[src/rtl/hazard_scoreboard_if.sv]
// hazard_scoreboard_if: pipeline-side hazard inputs and stall/flush/forward controls.
// Defining HAZARD_PERF_EN adds the stall/flush performance counter outputs.
interface hazard_scoreboard_if #(
  parameter int NUM_REGS    = 32,
  parameter int MAX_PENDING = 4
);
  localparam int REG_AW = $clog2(NUM_REGS);
  localparam int CNT_W  = $clog2(MAX_PENDING + 1);
  logic              i_id_valid;
  logic [REG_AW-1:0] i_id_rs1, i_id_rs2, i_id_rd;
  logic              i_id_use_rs1, i_id_use_rs2, i_id_wren, i_id_long;
  logic [REG_AW-1:0] i_ex_rs1, i_ex_rs2;
  logic              i_mem_wren, i_wb_wren;
  logic [REG_AW-1:0] i_mem_rd, i_wb_rd;
  logic              i_lc_done;
  logic [REG_AW-1:0] i_lc_rd;
  logic              i_ex_redirect;
  logic              o_stall_pc, o_stall_if_id, o_stall_id_ex;
  logic              o_flush_if_id, o_flush_id_ex, o_flush_mux_pc;
  logic [1:0]        o_opa_sel, o_opb_sel;
  logic              o_issue;
  logic [NUM_REGS-1:0] o_busy;
  logic [CNT_W-1:0]  o_pending;
`ifdef HAZARD_PERF_EN
  logic [31:0]       o_stall_cycles, o_flush_count;
`endif
  modport master (
    output i_id_valid, i_id_rs1, i_id_rs2, i_id_rd, i_id_use_rs1, i_id_use_rs2, i_id_wren,
           i_id_long, i_ex_rs1, i_ex_rs2, i_mem_wren, i_wb_wren, i_mem_rd, i_wb_rd,
           i_lc_done, i_lc_rd, i_ex_redirect,
    input  o_stall_pc, o_stall_if_id, o_stall_id_ex, o_flush_if_id, o_flush_id_ex,
           o_flush_mux_pc, o_opa_sel, o_opb_sel, o_issue, o_busy, o_pending
`ifdef HAZARD_PERF_EN
    , input o_stall_cycles, o_flush_count
`endif
  );
  modport slave (
    input  i_id_valid, i_id_rs1, i_id_rs2, i_id_rd, i_id_use_rs1, i_id_use_rs2, i_id_wren,
           i_id_long, i_ex_rs1, i_ex_rs2, i_mem_wren, i_wb_wren, i_mem_rd, i_wb_rd,
           i_lc_done, i_lc_rd, i_ex_redirect,
    output o_stall_pc, o_stall_if_id, o_stall_id_ex, o_flush_if_id, o_flush_id_ex,
           o_flush_mux_pc, o_opa_sel, o_opb_sel, o_issue, o_busy, o_pending
`ifdef HAZARD_PERF_EN
    , output o_stall_cycles, o_flush_count
`endif
  );
endinterface

[src/rtl/hazard_scoreboard.sv]
// hazard_scoreboard: per-register scoreboard for long-latency writers plus forwarding and redirect flush.
// Defining HAZARD_PERF_EN adds saturating stall-cycle and flush counters.
module hazard_scoreboard #(
  parameter  int NUM_REGS    = 32,
  parameter  int MAX_PENDING = 4,
  localparam int REG_AW      = $clog2(NUM_REGS),
  localparam int CNT_W       = $clog2(MAX_PENDING + 1)
) (
  input logic i_clk,
  input logic i_rst_n,
  hazard_scoreboard_if.slave bus
);
  logic [NUM_REGS-1:0] busy_q, busy_d, busy_eff, lc_vec, set_vec;
  logic [CNT_W-1:0]    pending_q, pending_d, pending_after;
  logic                lc_ok, raw1, raw2, waw, full, hazard, stall, issue;
  // A completing write releases its register in the same cycle.
  assign lc_vec        = bus.i_lc_done ? (NUM_REGS'(1) << bus.i_lc_rd) : '0;
  assign busy_eff      = busy_q & ~lc_vec;
  assign lc_ok         = bus.i_lc_done & (pending_q != '0);
  assign pending_after = pending_q - CNT_W'(lc_ok);
  assign raw1   = bus.i_id_use_rs1 & busy_eff[bus.i_id_rs1] & (bus.i_id_rs1 != REG_AW'(0));
  assign raw2   = bus.i_id_use_rs2 & busy_eff[bus.i_id_rs2] & (bus.i_id_rs2 != REG_AW'(0));
  assign waw    = bus.i_id_wren & busy_eff[bus.i_id_rd] & (bus.i_id_rd != REG_AW'(0));
  assign full   = bus.i_id_long & (pending_after >= CNT_W'(MAX_PENDING));
  assign hazard = bus.i_id_valid & (raw1 | raw2 | waw | full);
  assign stall  = hazard & ~bus.i_ex_redirect;
  assign issue  = bus.i_id_valid & ~hazard & ~bus.i_ex_redirect;
  assign set_vec = (issue & bus.i_id_long & bus.i_id_wren & (bus.i_id_rd != REG_AW'(0)))
                 ? (NUM_REGS'(1) << bus.i_id_rd) : '0;
  assign busy_d    = busy_eff | set_vec;
  assign pending_d = pending_after + CNT_W'(issue & bus.i_id_long);
  always_ff @(posedge i_clk or negedge i_rst_n)
    if (!i_rst_n) begin
      busy_q    <= '0;
      pending_q <= '0;
    end else begin
      busy_q    <= busy_d;
      pending_q <= pending_d;
    end
  assign bus.o_stall_pc     = stall;
  assign bus.o_stall_if_id  = stall;
  assign bus.o_stall_id_ex  = stall;
  assign bus.o_flush_if_id  = bus.i_ex_redirect;
  assign bus.o_flush_id_ex  = bus.i_ex_redirect;
  assign bus.o_flush_mux_pc = bus.i_ex_redirect;
  assign bus.o_issue        = issue;
  assign bus.o_busy         = busy_q;
  assign bus.o_pending      = pending_q;
  // MEM is younger than WB, so its value wins.
  assign bus.o_opa_sel = (bus.i_mem_wren & (bus.i_mem_rd != REG_AW'(0)) & (bus.i_mem_rd == bus.i_ex_rs1)) ? 2'b10
                       : (bus.i_wb_wren & (bus.i_wb_rd != REG_AW'(0)) & (bus.i_wb_rd == bus.i_ex_rs1)) ? 2'b01 : 2'b00;
  assign bus.o_opb_sel = (bus.i_mem_wren & (bus.i_mem_rd != REG_AW'(0)) & (bus.i_mem_rd == bus.i_ex_rs2)) ? 2'b10
                       : (bus.i_wb_wren & (bus.i_wb_rd != REG_AW'(0)) & (bus.i_wb_rd == bus.i_ex_rs2)) ? 2'b01 : 2'b00;
`ifdef HAZARD_PERF_EN
  logic [31:0] stall_cycles_q, stall_cycles_d, flush_count_q, flush_count_d;
  assign stall_cycles_d = stall_cycles_q + 32'(stall & ~&stall_cycles_q);
  assign flush_count_d  = flush_count_q + 32'(bus.i_ex_redirect & ~&flush_count_q);
  always_ff @(posedge i_clk or negedge i_rst_n)
    if (!i_rst_n) begin
      stall_cycles_q <= '0;
      flush_count_q  <= '0;
    end else begin
      stall_cycles_q <= stall_cycles_d;
      flush_count_q  <= flush_count_d;
    end
  assign bus.o_stall_cycles = stall_cycles_q;
  assign bus.o_flush_count  = flush_count_q;
`endif
  // Completion with nothing outstanding is a protocol error.
  a_lc_no_pending: assert property (@(posedge i_clk) disable iff (!i_rst_n)
    !(bus.i_lc_done && pending_q == '0));
endmodule

[src/flat_wrapper.sv]
// flat-port wrapper written by rule: the top's interface ports become plain ports
module hazard_scoreboard_flat 
#(
  parameter  int NUM_REGS    = 32,
  parameter  int MAX_PENDING = 4,
  localparam int REG_AW      = $clog2(NUM_REGS),
  localparam int CNT_W       = $clog2(MAX_PENDING + 1)
)
  (i_clk, i_rst_n, bus_i_id_valid, bus_i_id_rs1, bus_i_id_rs2, bus_i_id_rd, bus_i_id_use_rs1, bus_i_id_use_rs2, bus_i_id_wren, bus_i_id_long, bus_i_ex_rs1, bus_i_ex_rs2, bus_i_mem_wren, bus_i_wb_wren, bus_i_mem_rd, bus_i_wb_rd, bus_i_lc_done, bus_i_lc_rd, bus_i_ex_redirect, bus_o_stall_pc, bus_o_stall_if_id, bus_o_stall_id_ex, bus_o_flush_if_id, bus_o_flush_id_ex, bus_o_flush_mux_pc, bus_o_opa_sel, bus_o_opb_sel, bus_o_issue, bus_o_busy, bus_o_pending);
  hazard_scoreboard_if #(.NUM_REGS(NUM_REGS), .MAX_PENDING(MAX_PENDING)) bus_i ();
  input logic i_clk;
  input logic i_rst_n;
  input wire logic [$bits(bus_i.i_id_valid)-1:0] bus_i_id_valid;
  input wire logic [$bits(bus_i.i_id_rs1)-1:0] bus_i_id_rs1;
  input wire logic [$bits(bus_i.i_id_rs2)-1:0] bus_i_id_rs2;
  input wire logic [$bits(bus_i.i_id_rd)-1:0] bus_i_id_rd;
  input wire logic [$bits(bus_i.i_id_use_rs1)-1:0] bus_i_id_use_rs1;
  input wire logic [$bits(bus_i.i_id_use_rs2)-1:0] bus_i_id_use_rs2;
  input wire logic [$bits(bus_i.i_id_wren)-1:0] bus_i_id_wren;
  input wire logic [$bits(bus_i.i_id_long)-1:0] bus_i_id_long;
  input wire logic [$bits(bus_i.i_ex_rs1)-1:0] bus_i_ex_rs1;
  input wire logic [$bits(bus_i.i_ex_rs2)-1:0] bus_i_ex_rs2;
  input wire logic [$bits(bus_i.i_mem_wren)-1:0] bus_i_mem_wren;
  input wire logic [$bits(bus_i.i_wb_wren)-1:0] bus_i_wb_wren;
  input wire logic [$bits(bus_i.i_mem_rd)-1:0] bus_i_mem_rd;
  input wire logic [$bits(bus_i.i_wb_rd)-1:0] bus_i_wb_rd;
  input wire logic [$bits(bus_i.i_lc_done)-1:0] bus_i_lc_done;
  input wire logic [$bits(bus_i.i_lc_rd)-1:0] bus_i_lc_rd;
  input wire logic [$bits(bus_i.i_ex_redirect)-1:0] bus_i_ex_redirect;
  output wire logic [$bits(bus_i.o_stall_pc)-1:0] bus_o_stall_pc;
  output wire logic [$bits(bus_i.o_stall_if_id)-1:0] bus_o_stall_if_id;
  output wire logic [$bits(bus_i.o_stall_id_ex)-1:0] bus_o_stall_id_ex;
  output wire logic [$bits(bus_i.o_flush_if_id)-1:0] bus_o_flush_if_id;
  output wire logic [$bits(bus_i.o_flush_id_ex)-1:0] bus_o_flush_id_ex;
  output wire logic [$bits(bus_i.o_flush_mux_pc)-1:0] bus_o_flush_mux_pc;
  output wire logic [$bits(bus_i.o_opa_sel)-1:0] bus_o_opa_sel;
  output wire logic [$bits(bus_i.o_opb_sel)-1:0] bus_o_opb_sel;
  output wire logic [$bits(bus_i.o_issue)-1:0] bus_o_issue;
  output wire logic [$bits(bus_i.o_busy)-1:0] bus_o_busy;
  output wire logic [$bits(bus_i.o_pending)-1:0] bus_o_pending;
  assign bus_i.i_id_valid = bus_i_id_valid;
  assign bus_i.i_id_rs1 = bus_i_id_rs1;
  assign bus_i.i_id_rs2 = bus_i_id_rs2;
  assign bus_i.i_id_rd = bus_i_id_rd;
  assign bus_i.i_id_use_rs1 = bus_i_id_use_rs1;
  assign bus_i.i_id_use_rs2 = bus_i_id_use_rs2;
  assign bus_i.i_id_wren = bus_i_id_wren;
  assign bus_i.i_id_long = bus_i_id_long;
  assign bus_i.i_ex_rs1 = bus_i_ex_rs1;
  assign bus_i.i_ex_rs2 = bus_i_ex_rs2;
  assign bus_i.i_mem_wren = bus_i_mem_wren;
  assign bus_i.i_wb_wren = bus_i_wb_wren;
  assign bus_i.i_mem_rd = bus_i_mem_rd;
  assign bus_i.i_wb_rd = bus_i_wb_rd;
  assign bus_i.i_lc_done = bus_i_lc_done;
  assign bus_i.i_lc_rd = bus_i_lc_rd;
  assign bus_i.i_ex_redirect = bus_i_ex_redirect;
  assign bus_o_stall_pc = bus_i.o_stall_pc;
  assign bus_o_stall_if_id = bus_i.o_stall_if_id;
  assign bus_o_stall_id_ex = bus_i.o_stall_id_ex;
  assign bus_o_flush_if_id = bus_i.o_flush_if_id;
  assign bus_o_flush_id_ex = bus_i.o_flush_id_ex;
  assign bus_o_flush_mux_pc = bus_i.o_flush_mux_pc;
  assign bus_o_opa_sel = bus_i.o_opa_sel;
  assign bus_o_opb_sel = bus_i.o_opb_sel;
  assign bus_o_issue = bus_i.o_issue;
  assign bus_o_busy = bus_i.o_busy;
  assign bus_o_pending = bus_i.o_pending;
  hazard_scoreboard #(.NUM_REGS(NUM_REGS), .MAX_PENDING(MAX_PENDING)) u_core (.i_clk(i_clk), .i_rst_n(i_rst_n), .bus(bus_i));
endmodule
[config.mk]
export PLATFORM = sky130hd
export DESIGN_NAME = hazard_scoreboard_flat
export DESIGN_NICKNAME = d
export VERILOG_FILES = /design/src/rtl/hazard_scoreboard_if.sv /design/src/rtl/hazard_scoreboard.sv /design/src/flat_wrapper.sv
export SDC_FILE = /design/constraint.sdc
export NUM_CORES = 1
export LEC_CHECK = 0
export BUFFER_PORTS_ARGS = -buffer_cell sky130_fd_sc_hd__buf_2
export CAP_MARGIN = 20
export CELL_PAD_IN_SITES_DETAIL_PLACEMENT = 0
export CELL_PAD_IN_SITES_GLOBAL_PLACEMENT = 1
export CORE_MARGIN = 2
export CORE_UTILIZATION = 36
export CTS_BUF_LIST = sky130_fd_sc_hd__clkbuf_2
export CTS_CLUSTER_DIAMETER = 50
export CTS_CLUSTER_SIZE = 8
export DETAILED_ROUTE_END_ITERATION = 16
export GPL_ROUTABILITY_DRIVEN = 0
export PLACE_DENSITY = 0.82
export SYNTH_ARGS = -nofsm -noshare
export SYNTH_HDL_FRONTEND = slang
export SYNTH_SLANG_ARGS = --single-unit
[constraint.sdc]
create_clock -name i_clk -period 2.24 [get_ports i_clk]
set_input_delay 0.112 -clock i_clk [delete_from_list [all_inputs] [get_ports i_clk]]
set_output_delay 0.112 -clock i_clk [all_outputs]
set_load 0.1 [all_outputs]
==> results of run 1 <==
==> Yosys cell counts, drive strengths merged, types with 4 or more instances <==
cell type,n,share of area
a21oi,4,0.0058
a311oi,13,0.033
a32oi,5,0.013
buf,21,0.033
clkbuf,17,0.018
dfrtp,35,0.25
ha,4,0.014
inv,13,0.014
mux2,8,0.026
mux2i,25,0.072
nand2,46,0.050
nand2b,7,0.013
nand3,11,0.016
nand4,7,0.014
nand4b,5,0.013
nor2,15,0.016
nor2b,4,0.0072
nor3,10,0.014
nor3b,4,0.010
nor4,7,0.013
o211ai,9,0.020
o21ai,72,0.10
o311ai,7,0.018
or4,4,0.0087
xnor2,12,0.030
xor2,18,0.046
==> sequential cells by signal, summed over array words and instances (netlist names) <==
register              cells
u_core.bus.o_busy        32
u_core.bus.o_pending      3
==> final timing paths <==
| check | startpoint | endpoint | slack (ns) |
|---|---|---|---|
| max in group asynchronous | i_rst_n | u_core.bus.o_busy[7] | 1.34 |
| worst max-delay path | u_core.bus.o_busy[6] | bus_o_issue | -0.67 |
| worst min register to register | u_core.bus.o_busy[13] | u_core.bus.o_busy[13] | 0.65 |
| worst min-delay path | bus_i_id_rd[3] | u_core.bus.o_busy[7] | 0.18 |
| min in group asynchronous | i_rst_n | u_core.bus.o_busy[13] | 0.32 |
| worst max register to register | u_core.bus.o_busy[6] | u_core.bus.o_pending[2] | -0.38 |
==> what timing repair did <==
action	4_1_cts	5_1_grt
buffers inserted	2	1
resized for setup	26	20
setup endpoints to repair	38	38
pin swaps	6	8
hold endpoints to repair	35	0
hold buffers	1	0
==> through the flow <==
step	cells	worst slack (ns)	instance area [um^2]	hold slack (ns)
floorplan	432	-0.698	3610	-0.184
global placement	726	-0.364	4900	0.224
detailed placement	726	-0.434	4900	0.245
CTS	736	-0.643	5040	0.164
global route	737	-0.776	5140	0.194
finish	737	-0.665	5140	0.178
==> worst reg2reg max path, cell delays in order, from the launching register on <==
cell and delay (ns):
dfrtp_4 0.55, buf_6 0.14, mux2i_4 0.14, a311oi_1 0.06
a211oi_1 0.21, nand4b_1 0.22, a32oi_2 0.33, nand4_4 0.17
buf_4 0.19, nor2_1 0.10, ha_2 0.18, ha_1 0.15
xor2_1 0.13
==> kinds of logic after synthesis <==
group / after synthesis / synth area share
buffers and inverters: 51 / 0.0652
flip-flops: 35 / 0.254
AND/OR/NAND/NOR: 144 / 0.237
XOR/XNOR: 30 / 0.0761
adder cells (fa/ha/maj): 4 / 0.0145
AO/OA/AOI/OAI: 135 / 0.254
multiplexers: 33 / 0.0986
==> power groups by stage <==
stage	clock network, mW	registers, mW	logic [mW]
floorplan	0	1.27	0.595
global placement	0	0.782	1.57
detailed placement	0	0.783	1.60
CTS	0.292	0.772	1.68
global route	0.314	0.784	1.84
finish	0.293	0.776	1.73
==> layer usage <==
layer,track usage,wire length [um]
met1,0.367,5970
met2,0.434,6520
met3,0.0397,1200
met4,0.108,571
met5,0,0
==> area by class of cell <==
| type | count | area share |
|---|---|---|
| clock buffers | 5 | 0.00487 |
| inverters | 13 | 0.00950 |
| clock inverters | 2 | 0.00170 |
| multi-input cells | 346 | 0.497 |
| well taps | 129 | 0.0314 |
| repair buffers | 207 | 0.275 |
| flip-flops and latches | 35 | 0.181 |
==> results.sh, run 1 <==
export IMPL_synth_avg_cell_area_um2=7.99
export IMPL_skew_ns=0.00534
export IMPL_setup_ws_ns=-0.665
export IMPL_ir_drop_v=0.000980
export IMPL_p_clk_frac=0.105
export IMPL_crit_buf_inv=3
export IMPL_cts_made_buffers=5
export IMPL_nNetsFinal=663
export IMPL_start_util=0.372
export IMPL_grt_pass1_wl_um=21900
export IMPL_antenna_left=0
export IMPL_multiInputGateArea_um2=2550
export IMPL_rsz0062_at_grt="true"
export IMPL_syn_nets=487
export IMPL_outcome="finished, violations left"
export IMPL_antenna_found_initial=0
export IMPL_clkTransAtPathRegs_ns=0.18
export IMPL_hold_class="primary input to register"
export IMPL_fin_crit_ns=2.91
export IMPL_viasPerCell=5.93
export IMPL_io_buffers=96
export IMPL_cts_sinks=35
export IMPL_swShare=0.522
export IMPL_place_hpwl_um=11300
export IMPL_root_buffer="clkbuf_2"
export IMPL_pwr_share_seq=0.277
export IMPL_crit_cells=10
export IMPL_die_h_um=102
export IMPL_register_area_um2=930
export IMPL_violations="setup timing"
export IMPL_synth_seq_cells=35
export IMPL_vias=4369
export IMPL_crit_type="register to output port"
export IMPL_grt_max_degree=36
export IMPL_critPathRequiredTime_ns=2.13
export IMPL_ys_dominant_reg_cell="dfrtp_1"
export IMPL_die_w_um=102
export IMPL_power_density_nw_per_um2=545
export IMPL_timing_fmax_ghz=0.344
export IMPL_htreeDepth=2
export IMPL_num_antenna_cells=0
export IMPL_switchingPower_mw=1.46
export IMPL_min_path_cells=4
export IMPL_grt_usage=0.270
export IMPL_synth_area_um2=3450
export IMPL_wl_um=14300
export IMPL_drtPass1Iterations=5
export IMPL_tightestPinTransition_ns=0.815
export IMPL_crit_family="compound AO/OA/AOI/OAI gates"
export IMPL_slowest_delay_ns=0.55
export IMPL_slowest_stage="dfrtp_4"
export IMPL_worstPathMaxFanout=3
export IMPL_grt_overflow_total=0
export IMPL_p_total_mw=2.80
export IMPL_cp_start_kind="register"
export IMPL_drc=0
export IMPL_grt_pass1_vias=4255
export IMPL_finalHoldViolCount=0
export IMPL_ios=97
export IMPL_ff2ff_path_depth=12
export IMPL_syn_inst=432
export IMPL_rows=35
export IMPL_setup_viol=38
export IMPL_yosys_warnings=0
export IMPL_fp_dieArea_um2=10400
export IMPL_power_internal_mw=1.34
export IMPL_first_iter_violations=345
export IMPL_wl_per_cell_um=19.4
export IMPL_arrival_ns=2.79
export IMPL_crit_path_end_kind="output port"
export IMPL_clk_latency_ns=0.40
export IMPL_core_um2=9280
export IMPL_cp_common_cell="buf_6"
export IMPL_mostFrequentLayoutCells="buf_4 (105), buf_2 (92), nand2_1 (46)"
export IMPL_seq_area_frac_synth=0.254
export IMPL_slew_headroom=0.457
export IMPL_layout_drive_gt1_share=0.482
export IMPL_fillCellCount=878
export IMPL_clockBufferDepth=2
export IMPL_synth_edf_count=0
export IMPL_cts_tree="yes"
export IMPL_slew_viol_final=0
export IMPL_ys_types=63
export IMPL_path_cells="buf_6, mux2i_4, a311oi_1, a211oi_1, nand4b_1, a32oi_2, nand4_4, buf_6, nor3b_4, buf_12"
export IMPL_final_common_cell="buf_4"
export IMPL_ys_async_sr_fraction=1.00
export IMPL_finalCritPeriodShare=1.30
export IMPL_p_leak_nw=2.23
export IMPL_cap_violations=0
export IMPL_totalNegativeSetupSlack_ns=-8.01
export IMPL_p_comb_frac=0.618
export IMPL_synthToLayoutAreaGrowth_pct=48.9
export IMPL_final_util=0.554
Note: power is estimated with default switching activity, not from simulation.
==> run 2, diff against run 1 <==
--- a/config.mk
+++ b/config.mk
@@ -16,7 +16,7 @@
 export CTS_CLUSTER_SIZE = 8
 export DETAILED_ROUTE_END_ITERATION = 16
 export GPL_ROUTABILITY_DRIVEN = 0
-export PLACE_DENSITY = 0.82
+export PLACE_DENSITY_LB_ADDON = 0.2
 export SYNTH_ARGS = -nofsm -noshare
 export SYNTH_HDL_FRONTEND = slang
 export SYNTH_SLANG_ARGS = --single-unit
==> run 2 against run 1 <==
- the flow still finishes with violations (setup timing)
- wire length about the same
- cell count up 0.54%
- via count down 1.6%
- maximum frequency up 3.5%
- clock skew up 0.0040 ns
- sequential share of layout area down 0.55 points
- flip-flop and latch count unchanged
- global-route usage up 0.52 points
- hold slack worse by 0.0028 ns
- critical path type unchanged
- highest routed layer unchanged
==> results.sh, run 2 (synthesis gave the netlist of run 1 again) <==
export IMPL_outcome="finished, violations left"
export IMPL_violations="setup timing"
export IMPL_tightestPinTransition_ns=0.804
export IMPL_wl_per_cell_um=19.3
export IMPL_setup_viol=38
export IMPL_skew_ns=0.00931
export IMPL_finalHoldViolCount=0
export IMPL_top_layer_used="met4"
export IMPL_wl_met3_um=1300
export IMPL_root_buffer="clkbuf_2"
export IMPL_slew_viol_final=0
export IMPL_htreeDepth=2
export IMPL_antenna_left=0
export IMPL_start_util=0.372
export IMPL_core_um2=9280
export IMPL_cts_tree="yes"
export IMPL_post_place_ws_ns=-0.444
export IMPL_num_antenna_cells=0
export IMPL_critPathRequiredTime_ns=2.13
export IMPL_die_h_um=102
export IMPL_slew_headroom=0.464
export IMPL_viasPerCell=5.80
export IMPL_hold_class="primary input to register"
export IMPL_ir_drop_v=0.000587
export IMPL_grt_pass1_wl_um=22000
export IMPL_clockBufferDepth=2
export IMPL_final_cell_count_no_fill=741
export IMPL_timing_fmax_ghz=0.356
export IMPL_grt_pass1_vias=4107
export IMPL_wl_um=14300
export IMPL_grt_usage=0.276
export IMPL_cts_sinks=35
export IMPL_grt_max_degree=36
export IMPL_rsz0062_at_grt="true"
export IMPL_dr_wl_met2_um=6590
export IMPL_clkTransAtPathRegs_ns=0.18
export IMPL_setup_ws_ns=-0.568
export IMPL_place_hpwl_um=11600
export IMPL_final_util=0.571
export IMPL_placed_cells=729
export IMPL_io_buffers=96
export IMPL_register_area_um2=930
export IMPL_fin_crit_ns=2.81
export IMPL_die_w_um=102
export IMPL_ios=97
export IMPL_mostFrequentLayoutCells="buf_4 (110), buf_2 (92), nand2_1 (46)"
export IMPL_crit_type="register to output port"
export IMPL_synthToLayoutAreaGrowth_pct=53.5
export IMPL_drc=0
export IMPL_cap_violations=0
export IMPL_power_density_nw_per_um2=557
export IMPL_final_cell_area_um2=5300
export IMPL_cts_made_buffers=5
export IMPL_vias=4299
export IMPL_cp_start_kind="register"
export IMPL_drt_met1_wl_um=6010
export IMPL_crit_path_end_kind="output port"
export IMPL_grt_overflow_total=0
export IMPL_drtPass1Iterations=5
export IMPL_final_common_cell="buf_4"
export IMPL_multiInputGateArea_um2=2680
export IMPL_nNetsFinal=667
export IMPL_clk_latency_ns=0.40
export IMPL_worstPathMaxFanout=4
export IMPL_rows=35
export IMPL_arrival_ns=2.70
export IMPL_layout_drive_gt1_share=0.513
export IMPL_fp_dieArea_um2=10400
export IMPL_antenna_found_initial=0
export IMPL_first_iter_violations=256
export IMPL_finalCritPeriodShare=1.25
export IMPL_largest_register_ffs=32
export IMPL_p_leak_nw=2.28
export IMPL_fillCellCount=903
export IMPL_placed_area_um2=4910
[run 2: changes by cell type in the layout (fill, tap and decap cells not counted), moves of 2 or more]
cell     before  now
buf_4       105  110
ha_4          1    3
mux2i_2       0    2
o21ai_1      22    9
o21ai_2      16   24
o21ai_4       0    6
[run 2: final timing paths]
check	to	slack (ns)	from	depth (start not counted)
max in group asynchronous	u_core.bus.o_pending[0]	1.34	i_rst_n	2
setup reg to reg	u_core.bus.o_pending[2]	-0.45	u_core.bus.o_busy[7]	13
setup / recovery	bus_o_stall_id_ex	-0.57	u_core.bus.o_busy[7]	9
hold reg to reg	u_core.bus.o_busy[12]	0.63	u_core.bus.o_busy[12]	2
hold / removal	u_core.bus.o_busy[0]	0.17	bus_i_lc_rd[4]	3
min in group asynchronous	u_core.bus.o_busy[2]	0.31	i_rst_n	2
[run 2: final cells by class]
cell class / count / share of cell area
clock buffers: 5 / 0.00472
inverters: 13 / 0.00921
flip-flops and latches: 35 / 0.175
repair buffers: 211 / 0.274
multi-input cells: 346 / 0.505
well taps: 129 / 0.0305
clock inverters: 2 / 0.00165
[run 2: routing by layer]
layer / global-route usage / up-vias
li1: - / 2012
met1: 0.381 / 2037
met2: 0.439 / 224
met3: 0.0451 / 26
met4: 0.0933 / 0
met5: 0 / -
[run 2: per-stage QoR]
| stage | setup TNS (ns) | hold WS [ns] | total power [mW] |
|---|---|---|---|
| global placement | -9.74 | 0.230 | 2.37 |
| floorplan | -2.84 | -0.184 | 1.86 |
| global route | -16.29 | 0.219 | 3.09 |
| CTS | -11.11 | 0.155 | 2.85 |
| detailed placement | -11.88 | 0.236 | 2.38 |
| finish | -13.96 | 0.175 | 2.95 |
[run 2: repair_timing]
action,in CTS,in global routing
setup buffers,2,2
hold buffers,1,0
resized for setup,45,27
pin swaps,8,9
setup endpoints to repair,38,38
gates cloned,1,0
hold endpoints to repair,35,0
[run 2: report_power, final]
part | leakage (nW) | internal (mW) | switching (mW) | total [mW]
combinational | 1.83 | 0.632 | 1.25 | 1.88
clock | 0.0262 | 0.0658 | 0.221 | 0.287
sequential | 0.422 | 0.720 | 0.0650 | 0.785
[run 2: worst max-delay path: stages, from the launching register on]
cell	delay, ns
dfrtp_4	0.51
buf_4	0.16
mux2i_4	0.17
a311oi_1	0.07
a211oi_1	0.20
nand4b_1	0.23
a32oi_2	0.30
nand4_4	0.16
and3b_2	0.30
buf_12	0.18
